==> src/rtl/soc_boot_pkg.sv <==
// rtl/soc_boot_pkg.sv - shared types and constants for the UART boot loader (BOOT_CHECKSUM_EN adds CSUM)
package soc_boot_pkg;

    localparam int         LEN_W             = 16;
    localparam logic [7:0] SYNC_BYTE_DEFAULT = 8'hA5;

    typedef enum logic [2:0] {
        IDLE   = 3'd0,
        LEN_LO = 3'd1,
        LEN_HI = 3'd2,
        DATA   = 3'd3,
`ifdef BOOT_CHECKSUM_EN
        CSUM   = 3'd4,
`endif
        ERR    = 3'd5
    } boot_state_t;

endpackage

==> src/rtl/boot_word_assembler.sv <==
// rtl/boot_word_assembler.sv - packs four bytes little-endian into a 32-bit word
module boot_word_assembler (
    input  logic        clk,
    input  logic        rst,
    input  logic        clr,
    input  logic [7:0]  byte_in,
    input  logic        byte_valid,
    output logic [31:0] word_out,
    output logic        word_done
);

    logic [1:0]  byte_idx;
    logic [23:0] shreg;

    // Hold the three low bytes; the fourth completes the word on the same cycle it arrives.
    always_ff @(posedge clk) begin
        if (rst || clr) begin
            byte_idx <= '0;
            shreg    <= '0;
        end else if (byte_valid) begin
            byte_idx <= byte_idx + 2'd1;
            case (byte_idx)
                2'd0:    shreg[7:0]   <= byte_in;
                2'd1:    shreg[15:8]  <= byte_in;
                2'd2:    shreg[23:16] <= byte_in;
                default: shreg        <= shreg;
            endcase
        end
    end

    assign word_done = byte_valid && !clr && (byte_idx == 2'd3);
    assign word_out  = {byte_in, shreg};

endmodule

==> src/rtl/uart_boot_loader.sv <==
// rtl/uart_boot_loader.sv - framed UART image loader writing 32-bit words to program RAM (option: BOOT_CHECKSUM_EN)
module uart_boot_loader
    import soc_boot_pkg::*;
#(
    parameter int         ADDR_W         = 15,
    parameter int         BASE_ADDR      = 0,
    parameter logic [7:0] SYNC_BYTE      = SYNC_BYTE_DEFAULT,
    parameter int         TIMEOUT_CYCLES = 1_000_000
) (
    input  logic              clk,
    input  logic              rst,
    input  logic [7:0]        rx_data,
    input  logic              rx_valid,
    output logic [ADDR_W-1:0] mem_addr,
    output logic [31:0]       mem_wdata,
    output logic              mem_we,
    output logic              cpu_hold,
    output logic              busy,
    output logic              load_done,
    output logic              load_err
);

    localparam int               TMO_W     = $clog2(TIMEOUT_CYCLES + 1);
    localparam logic [TMO_W-1:0] TMO_LAST  = TMO_W'(TIMEOUT_CYCLES - 1);
    localparam longint           MAX_WORDS = longint'(1) << ADDR_W;

    boot_state_t       state_q, state_d;
    logic [LEN_W-1:0]  len_q, len_d;
    logic [LEN_W-1:0]  word_idx_q, word_idx_d;
    logic [TMO_W-1:0]  tmo_cnt;
    logic              hold_d, err_d, done_d, we_d;
    logic [ADDR_W-1:0] addr_d;
    logic [31:0]       wdata_d;
    logic [LEN_W-1:0]  len_new;
    logic              last_word, timeout_hit;
    logic [31:0]       asm_word;
    logic              asm_done, asm_clr, asm_valid;
`ifdef BOOT_CHECKSUM_EN
    logic [7:0]        sum_q, sum_d;
    logic              csum_ok;
`endif

    assign asm_valid   = rx_valid && (state_q == DATA);
    assign asm_clr     = (state_q != DATA);
    assign len_new     = {rx_data, len_q[7:0]};
    assign last_word   = (word_idx_q == len_q - LEN_W'(1));
    assign timeout_hit = !rx_valid && (tmo_cnt == TMO_LAST);
    assign busy        = (state_q != IDLE);
`ifdef BOOT_CHECKSUM_EN
    assign csum_ok     = (8'(sum_q + rx_data) == 8'h00);
`endif

    boot_word_assembler u_asm (
        .clk       (clk),
        .rst       (rst),
        .clr       (asm_clr),
        .byte_in   (rx_data),
        .byte_valid(asm_valid),
        .word_out  (asm_word),
        .word_done (asm_done)
    );

    // Frame sequencing: next state and next values of every registered output.
    always_comb begin
        state_d    = state_q;
        len_d      = len_q;
        word_idx_d = word_idx_q;
        hold_d     = cpu_hold;
        err_d      = load_err;
        done_d     = 1'b0;
        we_d       = 1'b0;
        addr_d     = mem_addr;
        wdata_d    = mem_wdata;
`ifdef BOOT_CHECKSUM_EN
        sum_d      = sum_q;
`endif
        case (state_q)
            IDLE: begin
                if (rx_valid && (rx_data == SYNC_BYTE)) begin
                    state_d = LEN_LO;
                    hold_d  = 1'b1;
                    err_d   = 1'b0;
                end
            end
            LEN_LO: begin
                if (rx_valid) begin
                    len_d[7:0] = rx_data;
                    state_d    = LEN_HI;
                end else if (timeout_hit) begin
                    state_d = ERR;
                    err_d   = 1'b1;
                end
            end
            LEN_HI: begin
                if (rx_valid) begin
                    len_d      = len_new;
                    word_idx_d = '0;
`ifdef BOOT_CHECKSUM_EN
                    sum_d      = 8'h00;
`endif
                    if ((len_new == '0) || (longint'(len_new) > MAX_WORDS)) begin
                        state_d = ERR;
                        err_d   = 1'b1;
                    end else begin
                        state_d = DATA;
                    end
                end else if (timeout_hit) begin
                    state_d = ERR;
                    err_d   = 1'b1;
                end
            end
            DATA: begin
                if (rx_valid) begin
`ifdef BOOT_CHECKSUM_EN
                    sum_d = sum_q + rx_data;
`endif
                    if (asm_done) begin
                        we_d       = 1'b1;
                        addr_d     = ADDR_W'(BASE_ADDR + int'(word_idx_q));
                        wdata_d    = asm_word;
                        word_idx_d = word_idx_q + LEN_W'(1);
                        if (last_word) begin
`ifdef BOOT_CHECKSUM_EN
                            state_d = CSUM;
`else
                            state_d = IDLE;
                            done_d  = 1'b1;
                            hold_d  = 1'b0;
`endif
                        end
                    end
                end else if (timeout_hit) begin
                    state_d = ERR;
                    err_d   = 1'b1;
                end
            end
`ifdef BOOT_CHECKSUM_EN
            CSUM: begin
                if (rx_valid) begin
                    if (csum_ok) begin
                        state_d = IDLE;
                        done_d  = 1'b1;
                        hold_d  = 1'b0;
                    end else begin
                        state_d = ERR;
                        err_d   = 1'b1;
                    end
                end else if (timeout_hit) begin
                    state_d = ERR;
                    err_d   = 1'b1;
                end
            end
`endif
            ERR: begin
                state_d = IDLE;
            end
            default: begin
                state_d = IDLE;
            end
        endcase
    end

    // State, counters and registered RAM/status outputs.
    always_ff @(posedge clk) begin
        if (rst) begin
            state_q    <= IDLE;
            len_q      <= '0;
            word_idx_q <= '0;
            mem_addr   <= '0;
            mem_wdata  <= '0;
            mem_we     <= 1'b0;
            cpu_hold   <= 1'b0;
            load_done  <= 1'b0;
            load_err   <= 1'b0;
        end else begin
            state_q    <= state_d;
            len_q      <= len_d;
            word_idx_q <= word_idx_d;
            mem_addr   <= addr_d;
            mem_wdata  <= wdata_d;
            mem_we     <= we_d;
            cpu_hold   <= hold_d;
            load_done  <= done_d;
            load_err   <= err_d;
        end
    end

    // Inter-byte silence counter; only meaningful while a frame is open.
    always_ff @(posedge clk) begin
        if (rst || rx_valid || (state_q == IDLE) || (state_q == ERR)) begin
            tmo_cnt <= '0;
        end else begin
            tmo_cnt <= tmo_cnt + TMO_W'(1);
        end
    end

`ifdef BOOT_CHECKSUM_EN
    // Running 8-bit payload sum checked against the trailing byte.
    always_ff @(posedge clk) begin
        if (rst) begin
            sum_q <= 8'h00;
        end else begin
            sum_q <= sum_d;
        end
    end
`endif

endmodule

==> config.mk <==
export PLATFORM = sky130hd
export DESIGN_NAME = uart_boot_loader
export DESIGN_NICKNAME = d
export VERILOG_FILES = /design/src/rtl/soc_boot_pkg.sv /design/src/rtl/boot_word_assembler.sv /design/src/rtl/uart_boot_loader.sv
export SDC_FILE = /design/constraint.sdc
export NUM_CORES = 1
export LEC_CHECK = 0
export ABC_CLOCK_PERIOD_IN_PS = 3800
export BUFFER_PORTS_ARGS = -buffer_cell sky130_fd_sc_hd__clkbuf_2
export CAP_MARGIN = 30
export CORE_ASPECT_RATIO = 0.6
export CORE_MARGIN = 2
export CORE_UTILIZATION = 59
export CTS_CLUSTER_SIZE = 10
export DETAILED_ROUTE_END_ITERATION = 7
export PLACE_DENSITY = 0.81
export SLEW_MARGIN = 15
export SYNTH_ARGS = -nofsm -noshare
export SYNTH_HDL_FRONTEND = slang
export SYNTH_HIERARCHICAL = 1
export SYNTH_SLANG_ARGS = --single-unit
==> constraint.sdc <==
create_clock -name clk -period 3.8 [get_ports clk]
set_input_delay 0 -clock clk [delete_from_list [all_inputs] [get_ports clk]]
set_output_delay 0 -clock clk [all_outputs]
set_load 0.02 [all_outputs]
==> out/results.ini, run 1 <==
[cells_and_area]
antenna_cells = 0
final_common_cell = nand2_1
drive_gt1_share_pct = 19.6
layout_common_cells = nand2_1, dfxtp_1, a21oi_1, clkbuf_2, nor2_1
nNetsFinal = 778
area_delta_synth_final_pct = 14.5

[placed_design]
hpwl_mm = 9.42
portBuffers = 62
place.gp.congestion = 0.926

[timing]
relSlewSlack_pct = 41.5
finalHoldViolations = 0
fin_crit_ns = 2.77
maxSlewViolCount = 0
final.period_utilization_pct = 72.9
worstMarginPinSlew_ns = 0.877
tns_ns = 0
finalClockSkew_ns = 0.00785
setup_violations = 0
clock.fmax_mhz = 361
rsz0062_at_grt = false
worst_hold_slack_ns = 0.0410

[global_routing]
grt_antenna_before_repair = 0
grt_overflow = 0
grt_max_degree = 57
grt_pass1_wl_mm = 23.7
grt_pass1_vias = 4696
grt_usage_pct = 27.3

[setup_path]
crit_arrival_ns = 3.03
r2r_end = cpu_hold$_SDFFE_PP0P_
critical-path-max-stage-delay_ns = 0.73
crit_type = reg2reg
setup.worst_path.end_class = flop
reg2reg_from = len_q[0]$_SDFFE_PP0P_
r2r_slack_ns = 1.03
cp_cell_sequence = nor4_1 > nand4b_1 > or4_1 > o211ai_1 > nor4b_4 > a311oi_1
cpMaxStageDelayCell = nor4_1
start_kind = flop
critical_path.startpoint = len_q[0]$_SDFFE_PP0P_
worstRegToRegCells = 6
critical_path_required_ns = 4.06
cp_max_fo = 5

[yosys]
avgSynthCellArea_um2 = 8.46
synth_area_um2 = 6080
synth_top_flop_cell = dfxtp_1
synth_edf_count = 0
synth_cell_types = 60
async_reset_ff_share_pct = 0
syn_inst = 719
syn_nets = 738
ys_seq_area_share_pct = 43.5
synth-seq-cells = 132
yosys_warnings = 6

[drt]
postRouteAntennaNets = 0
vias = 5185
wl_per_cell_um = 16.1
wirelength_mm = 14.6
vias_per_cell = 5.72
drc = 0
drtIter0Drc = 421
drtPass1Iterations = 5

[floorplan]
core_region_area_um2 = 9950
initial_core_util_pct = 61.1
dieArea_um2 = 11200
ios = 63
die_h_um = 82.6
rows = 28
chipWidth_um = 135

[power]
pwr-share-clk_pct = 53.8
power_density_nw_per_um2 = 445
seq_power_share_pct = 44.6
intPower_mw = 2.44
p_comb_share_pct = 1.5
p_leak_nw = 2.54
ir_drop_mv = 0.385
switchingPower_mw = 0.659
switching_share_pct = 21.2

[clock_tree]
cts_max_level = 4
cts.sinks = 132
cts_made_buffers = 17
post_cts_buffers = 0
insertion_delay_ns = 0.42
cts_tree = done
cts_root_buf = clkbuf_16
cts.clk_slew.worst_paths_ns = 0.06
clk_path_buf_depth = 2

[min_path]
hold_path.class = in2reg
hold_start = rx_data[7]
holdPathEnd = mem_wdata[31]$_SDFFE_PP0P_
whs_path_depth = 3

[flow_run]
drv_cap = 0

[outcome]
outcome = finished clean

==> what timing repair did <==
action                    4_1_cts  5_1_grt
hold endpoints to repair       26        0
resized for setup               0        0
hold buffers                    7        0
==> flip-flops by register name, summed over array words and instances, names as in the netlist, 2 cells and up <==
signal / count
mem_wdata: 32
word_idx_q: 16
tmo_cnt: 20
u_asm/shreg: 24
len_q: 16
u_asm/byte_idx: 2
mem_addr: 15
state_q: 3
==> layout make-up <==
type | count | area [um^2]
Timing Repair Buffer | 78 | 445
Clock inverter | 13 | 158
Inverter | 13 | 48.8
Tap cell | 135 | 169
Clock buffer | 19 | 443
Sequential cell | 132 | 2640
Multi-Input combinational cell | 517 | 3060
Fill cell | 798 | 2990
==> power by group through the flow <==
stage / sequential (mW) / combinational (mW) / clock (mW)
after CTS: 1.38 / 0.0450 / 1.68
final: 1.38 / 0.0468 / 1.67
after global placement: 1.41 / 0.0392 / 0
after global routing: 1.38 / 0.0494 / 1.75
after floorplan: 1.41 / 0.0223 / 0
after detailed placement: 1.41 / 0.0392 / 0
==> worst max-delay path by stage <==
stage / end / slack, ns / cells past startpoint
after global routing: cpu_hold$_SDFFE_PP0P_ / 0.82 / 6
after CTS: cpu_hold$_SDFFE_PP0P_ / 1.09 / 6
after global placement: cpu_hold$_SDFFE_PP0P_ / 1.24 / 6
final: cpu_hold$_SDFFE_PP0P_ / 1.03 / 6
after detailed placement: cpu_hold$_SDFFE_PP0P_ / 1.13 / 6
after floorplan: word_idx_q[13]$_SDFFE_PP0P_ / 0.83 / 13
==> cells by family after synthesis <==
kind of cell	Yosys count	share of synthesized area, %
xor gates and xnor gates	47	6.77
muxes	12	2.04
DFF	132	43.5
and+or+nand+nor	308	24.1
AOI/OAI and AO/OA	142	15.7
adders and majority gates	8	1.65
buffers and inverters	70	6.32
==> metrics by stage <==
| stage | instances | utilization (%) | power [mW] | setup WS [ns] | area, um^2 |
|---|---|---|---|---|---|
| after floorplan | 719 | - | 1.44 | 0.834 | 6080 |
| after detailed placement | 868 | 63.2 | 1.45 | 1.13 | 6290 |
| after global placement | 867 | 63.2 | 1.45 | 1.24 | 6290 |
| final | 907 | 70.0 | 3.10 | 1.03 | 6960 |
| after global routing | 907 | 70.0 | 3.18 | 0.820 | 6960 |
| after CTS | 907 | 70.0 | 3.11 | 1.09 | 6960 |
==> Yosys cell counts, types with 3 or more instances <==
cell      number  share of area [%]
inv_1         13               0.80
buf_2          6               0.49
and3_1         6               0.62
buf_6          8                1.5
or3_1          6               0.62
clkbuf_1      31                1.9
a21oi_2       18                2.6
ha_1           8                1.6
mux2_2         3               0.56
nor2b_1        5               0.51
and4_1         5               0.72
a21bo_1        5               0.82
nand4_1       12                1.2
buf_4         10                1.2
nor2_1        58                3.6
a21oi_1       73                6.0
nand2b_1       3               0.31
nand2_1      135                8.3
o21ai_0        9               0.74
xor2_1        27                3.9
a21bo_2       19                3.1
nand3_1       45                3.7
nor4_1         6               0.62
xnor2_1       20                2.9
nor3_1         7               0.58
mux2i_1        9                1.5
dfxtp_1      132                 43
==> critical path, delay by kind of cell, from the launching register on <==
kind | cells | cell delay [ns]
AOI/OAI and AO/OA | 2 | 0.30
DFF | 1 | 0.35
and+or+nand+nor | 4 | 1.95
==> layer usage <==
layer  global-route usage (%)  up-vias  routed length [um]
met5                        0        -                   0
met4                     9.90        0                 188
met3                     6.17       21                 901
met2                     42.6      182                6680
met1                     37.5     2455                6810
li1                         -     2527                   -
No activity file was read; power rests on OpenSTA's default activity.
==> run 2: changes to the inputs <==
--- a/config.mk
+++ b/config.mk
@@ -5,7 +5,7 @@
 export SDC_FILE = /design/constraint.sdc
 export NUM_CORES = 1
 export LEC_CHECK = 0
-export ABC_CLOCK_PERIOD_IN_PS = 3800
+export ABC_CLOCK_PERIOD_IN_PS = 2600
 export BUFFER_PORTS_ARGS = -buffer_cell sky130_fd_sc_hd__clkbuf_2
 export CAP_MARGIN = 30
 export CORE_ASPECT_RATIO = 0.6
==> constraint.sdc (replaced) <==
create_clock -name clk -period 2.6 [get_ports clk]
set_input_delay 0 -clock clk [delete_from_list [all_inputs] [get_ports clk]]
set_output_delay 0 -clock clk [all_outputs]
set_load 0.02 [all_outputs]
==> run 2 against run 1 <==
Against the previous run: power increased by 38%; critical path depth increased by 1; routed wire length decreased by 4.5%; sequential power increased by 46%; cell count increased by 0.88%; first-iteration DRC count decreased by 28%; combinational power increased by 51%; register-to-register slack got worse by 0.93 ns; setup slack got worse by 0.93 ns; count of clock-buffer cells in the layout increased by 1; sequential share of layout area decreased by 0.22 points; largest power group unchanged; highest routed layer unchanged.
==> out/results.ini, run 2 (synthesis results as in run 1) <==
[outcome]
outcome = finished clean

[timing]
maxSlewViolCount = 0  ; unchanged
clock.fmax_mhz = 400  ; +11%
finalHoldViolations = 0  ; unchanged
finalClockSkew_ns = 0.00738  ; -0.000466 ns
final.period_utilization_pct = 96.0  ; +23 points
fin_ws_ns = 0.103  ; -0.925 ns
fin_crit_ns = 2.50  ; -0.275 ns
worstMarginPinSlew_ns = 0.636  ; -0.241 ns
setup_violations = 0  ; unchanged
relSlewSlack_pct = 57.4  ; +16 points

[placed_design]
portBuffers = 62  ; unchanged
place.gp.congestion = 0.916  ; -1.1%
hpwl_mm = 9.41  ; -0.13%
pre_cts_ws_ns = 0.109  ; -1.02 ns

[global_routing]
grt_pass1_vias = 4650  ; -0.98%
grt_overflow = 0  ; unchanged
grt_antenna_before_repair = 0  ; unchanged
grt_pass1_wl_mm = 22.4  ; -5.5%
grt_usage_pct = 25.7  ; -1.6 points
grt_max_degree = 56  ; -1.8%

[clock_tree]
cts_root_buf = clkbuf_16
cts_tree = done
cts_max_level = 4  ; unchanged
insertion_delay_ns = 0.41  ; about the same
cts.sinks = 132  ; unchanged
post_cts_buffers = 0  ; unchanged
clk_path_buf_depth = 2  ; unchanged
cts.clk_slew.worst_paths_ns = 0.06  ; about the same
cts_made_buffers = 17  ; unchanged

[flow_run]
drv_cap = 0  ; unchanged

[min_path]
hold_path.class = in2reg
hold_start = rx_valid
whs_path_depth = 4  ; +1
holdPathEnd = state_q[2]$_SDFFE_PP0P_

[drt]
postRouteAntennaNets = 0  ; unchanged
drtPass1Iterations = 5  ; unchanged
drtIter0Drc = 302  ; -28%
wirelength_mm = 13.9  ; -4.5%
wl_per_cell_um = 15.2  ; -5.4%
vias = 5132  ; -1.0%
drc = 0  ; unchanged
vias_per_cell = 5.61  ; -1.9%

[cells_and_area]
multi_input_area_um2 = 3090  ; +1.1%
drive_gt1_share_pct = 21.3  ; +1.7 points
top_register = mem_wdata
area_delta_synth_final_pct = 15.3
largest_reg_flops = 32  ; unchanged
n_fill_cell = 770  ; -3.5%
nNetsFinal = 786  ; +1.0%
biggestRegsByFlops = mem_wdata (32), u_asm/shreg (24), tmo_cnt (20)
antenna_cells = 0  ; unchanged
final_common_cell = nand2_1
ff_latch_area_um2 = 2650  ; +0.14%
final_util_pct = 70.5  ; +0.52 points
layout_common_cells = nand2_1, dfxtp_1, a21oi_1, clkbuf_2, nor2_1

[setup_path]
r2r_slack_ns = 0.10  ; -0.93 ns
setup.worst_path.end_class = flop
crit_arrival_ns = 2.85  ; -0.18 ns
cp_max_fo = 7  ; +2
start_kind = flop
reg2reg_from = len_q[2]$_SDFFE_PP0P_
critical_path_required_ns = 2.95  ; -1.11 ns
worstRegToRegCells = 7  ; +1
crit_type = reg2reg
r2r_end = load_done$_SDFF_PP0_
critical_path.startpoint = len_q[2]$_SDFFE_PP0P_

[power]
p_comb_share_pct = 1.7  ; +0.2 points
power_density_nw_per_um2 = 610  ; +37%
switchingPower_mw = 0.945  ; +44%
pwr-share-clk_pct = 51.0  ; -2.8 points
intPower_mw = 3.33  ; +36%
switching_share_pct = 22.1  ; +0.86 points
p_leak_nw = 2.57  ; +1.2%
ir_drop_mv = 0.464  ; +21%
seq_power_share_pct = 47.3  ; +2.7 points

[floorplan]
ios = 63  ; unchanged
rows = 28  ; unchanged
core_region_area_um2 = 9950  ; unchanged
die_h_um = 82.6  ; unchanged
dieArea_um2 = 11200  ; unchanged
initial_core_util_pct = 61.1  ; unchanged
chipWidth_um = 135  ; unchanged

run 2: cell count changes in the layout (fill, tap and decap cells not counted), sizes merged:
cell,before,now
clkinv,5,7
buf,9,16
bufinv,3,0
clkbuf,81,82
dlygate4sd3,7,8
run 2: worst max-delay path: stages (launching register included):
cell and delay (ns):
dfxtp_1 0.40, nor4_2 0.31, buf_4 0.19, nand4b_1 0.15, or4_1 0.55, o211ai_1 0.18, nor4b_4 0.41, and4_1 0.25
run 2: per-stage QoR:
| step | power [mW] | setup TNS, ns | cells | hold WS, ns | cell area, um^2 |
|---|---|---|---|---|---|
| floorplan | 2.10 | -0.00100 | 719 | 0.136 | 6100 |
| global placement | 2.12 | 0 | 875 | 0.373 | 6350 |
| detailed placement | 2.13 | 0 | 875 | 0.385 | 6350 |
| CTS | 4.29 | 0 | 915 | 0.108 | 6980 |
| global route | 4.40 | -0.0672 | 915 | 0.192 | 7010 |
| finish | 4.28 | 0 | 915 | 0.138 | 7010 |
run 2: worst max path at each step:
stage | to | slack [ns] | depth (start not counted)
6_report | load_done$_SDFF_PP0_ | 0.10 | 7
5_1_grt | load_done$_SDFF_PP0_ | -0.04 | 7
4_1_cts | load_done$_SDFF_PP0_ | 0.05 | 8
3_5_place_dp | load_done$_SDFF_PP0_ | 0.11 | 7
3_3_place_gp | cpu_hold$_SDFFE_PP0P_ | 0.20 | 8
2_1_floorplan | word_idx_q[13]$_SDFFE_PP0P_ | -0.001 | 13
run 2: what timing repair did:
item / 4_1_cts / 5_1_grt
hold buffers: 8 / 0
setup endpoints to repair: 0 / 4
resized for setup: 0 / 8
hold endpoints to repair: 25 / 0
run 2: power by group through the flow:
| stage | registers [mW] | logic [mW] | clock network (mW) |
|---|---|---|---|
| after floorplan | 2.07 | 0.0326 | 0 |
| after global placement | 2.07 | 0.0572 | 0 |
| after detailed placement | 2.07 | 0.0592 | 0 |
| after CTS | 2.02 | 0.0687 | 2.20 |
| after global routing | 2.02 | 0.0747 | 2.30 |
| final | 2.02 | 0.0706 | 2.18 |
run 2: layer usage:
metal	vias up	global-route usage, %	wire, um
li1	2537	-	-
met1	2429	34.3	6650
met2	147	40.3	6270
met3	19	7.02	808
met4	0	9.38	182
met5	-	0	0
run 2: layout make-up:
| cell class | count | share of cell area (%) |
|---|---|---|
| well taps | 135 | 2.41 |
| multi-input cells | 517 | 44.1 |
| clock buffers | 20 | 6.65 |
| repair buffers | 86 | 7.28 |
| flip-flops and latches | 132 | 37.7 |
| inverters | 13 | 0.696 |
| clock inverters | 12 | 1.16 |
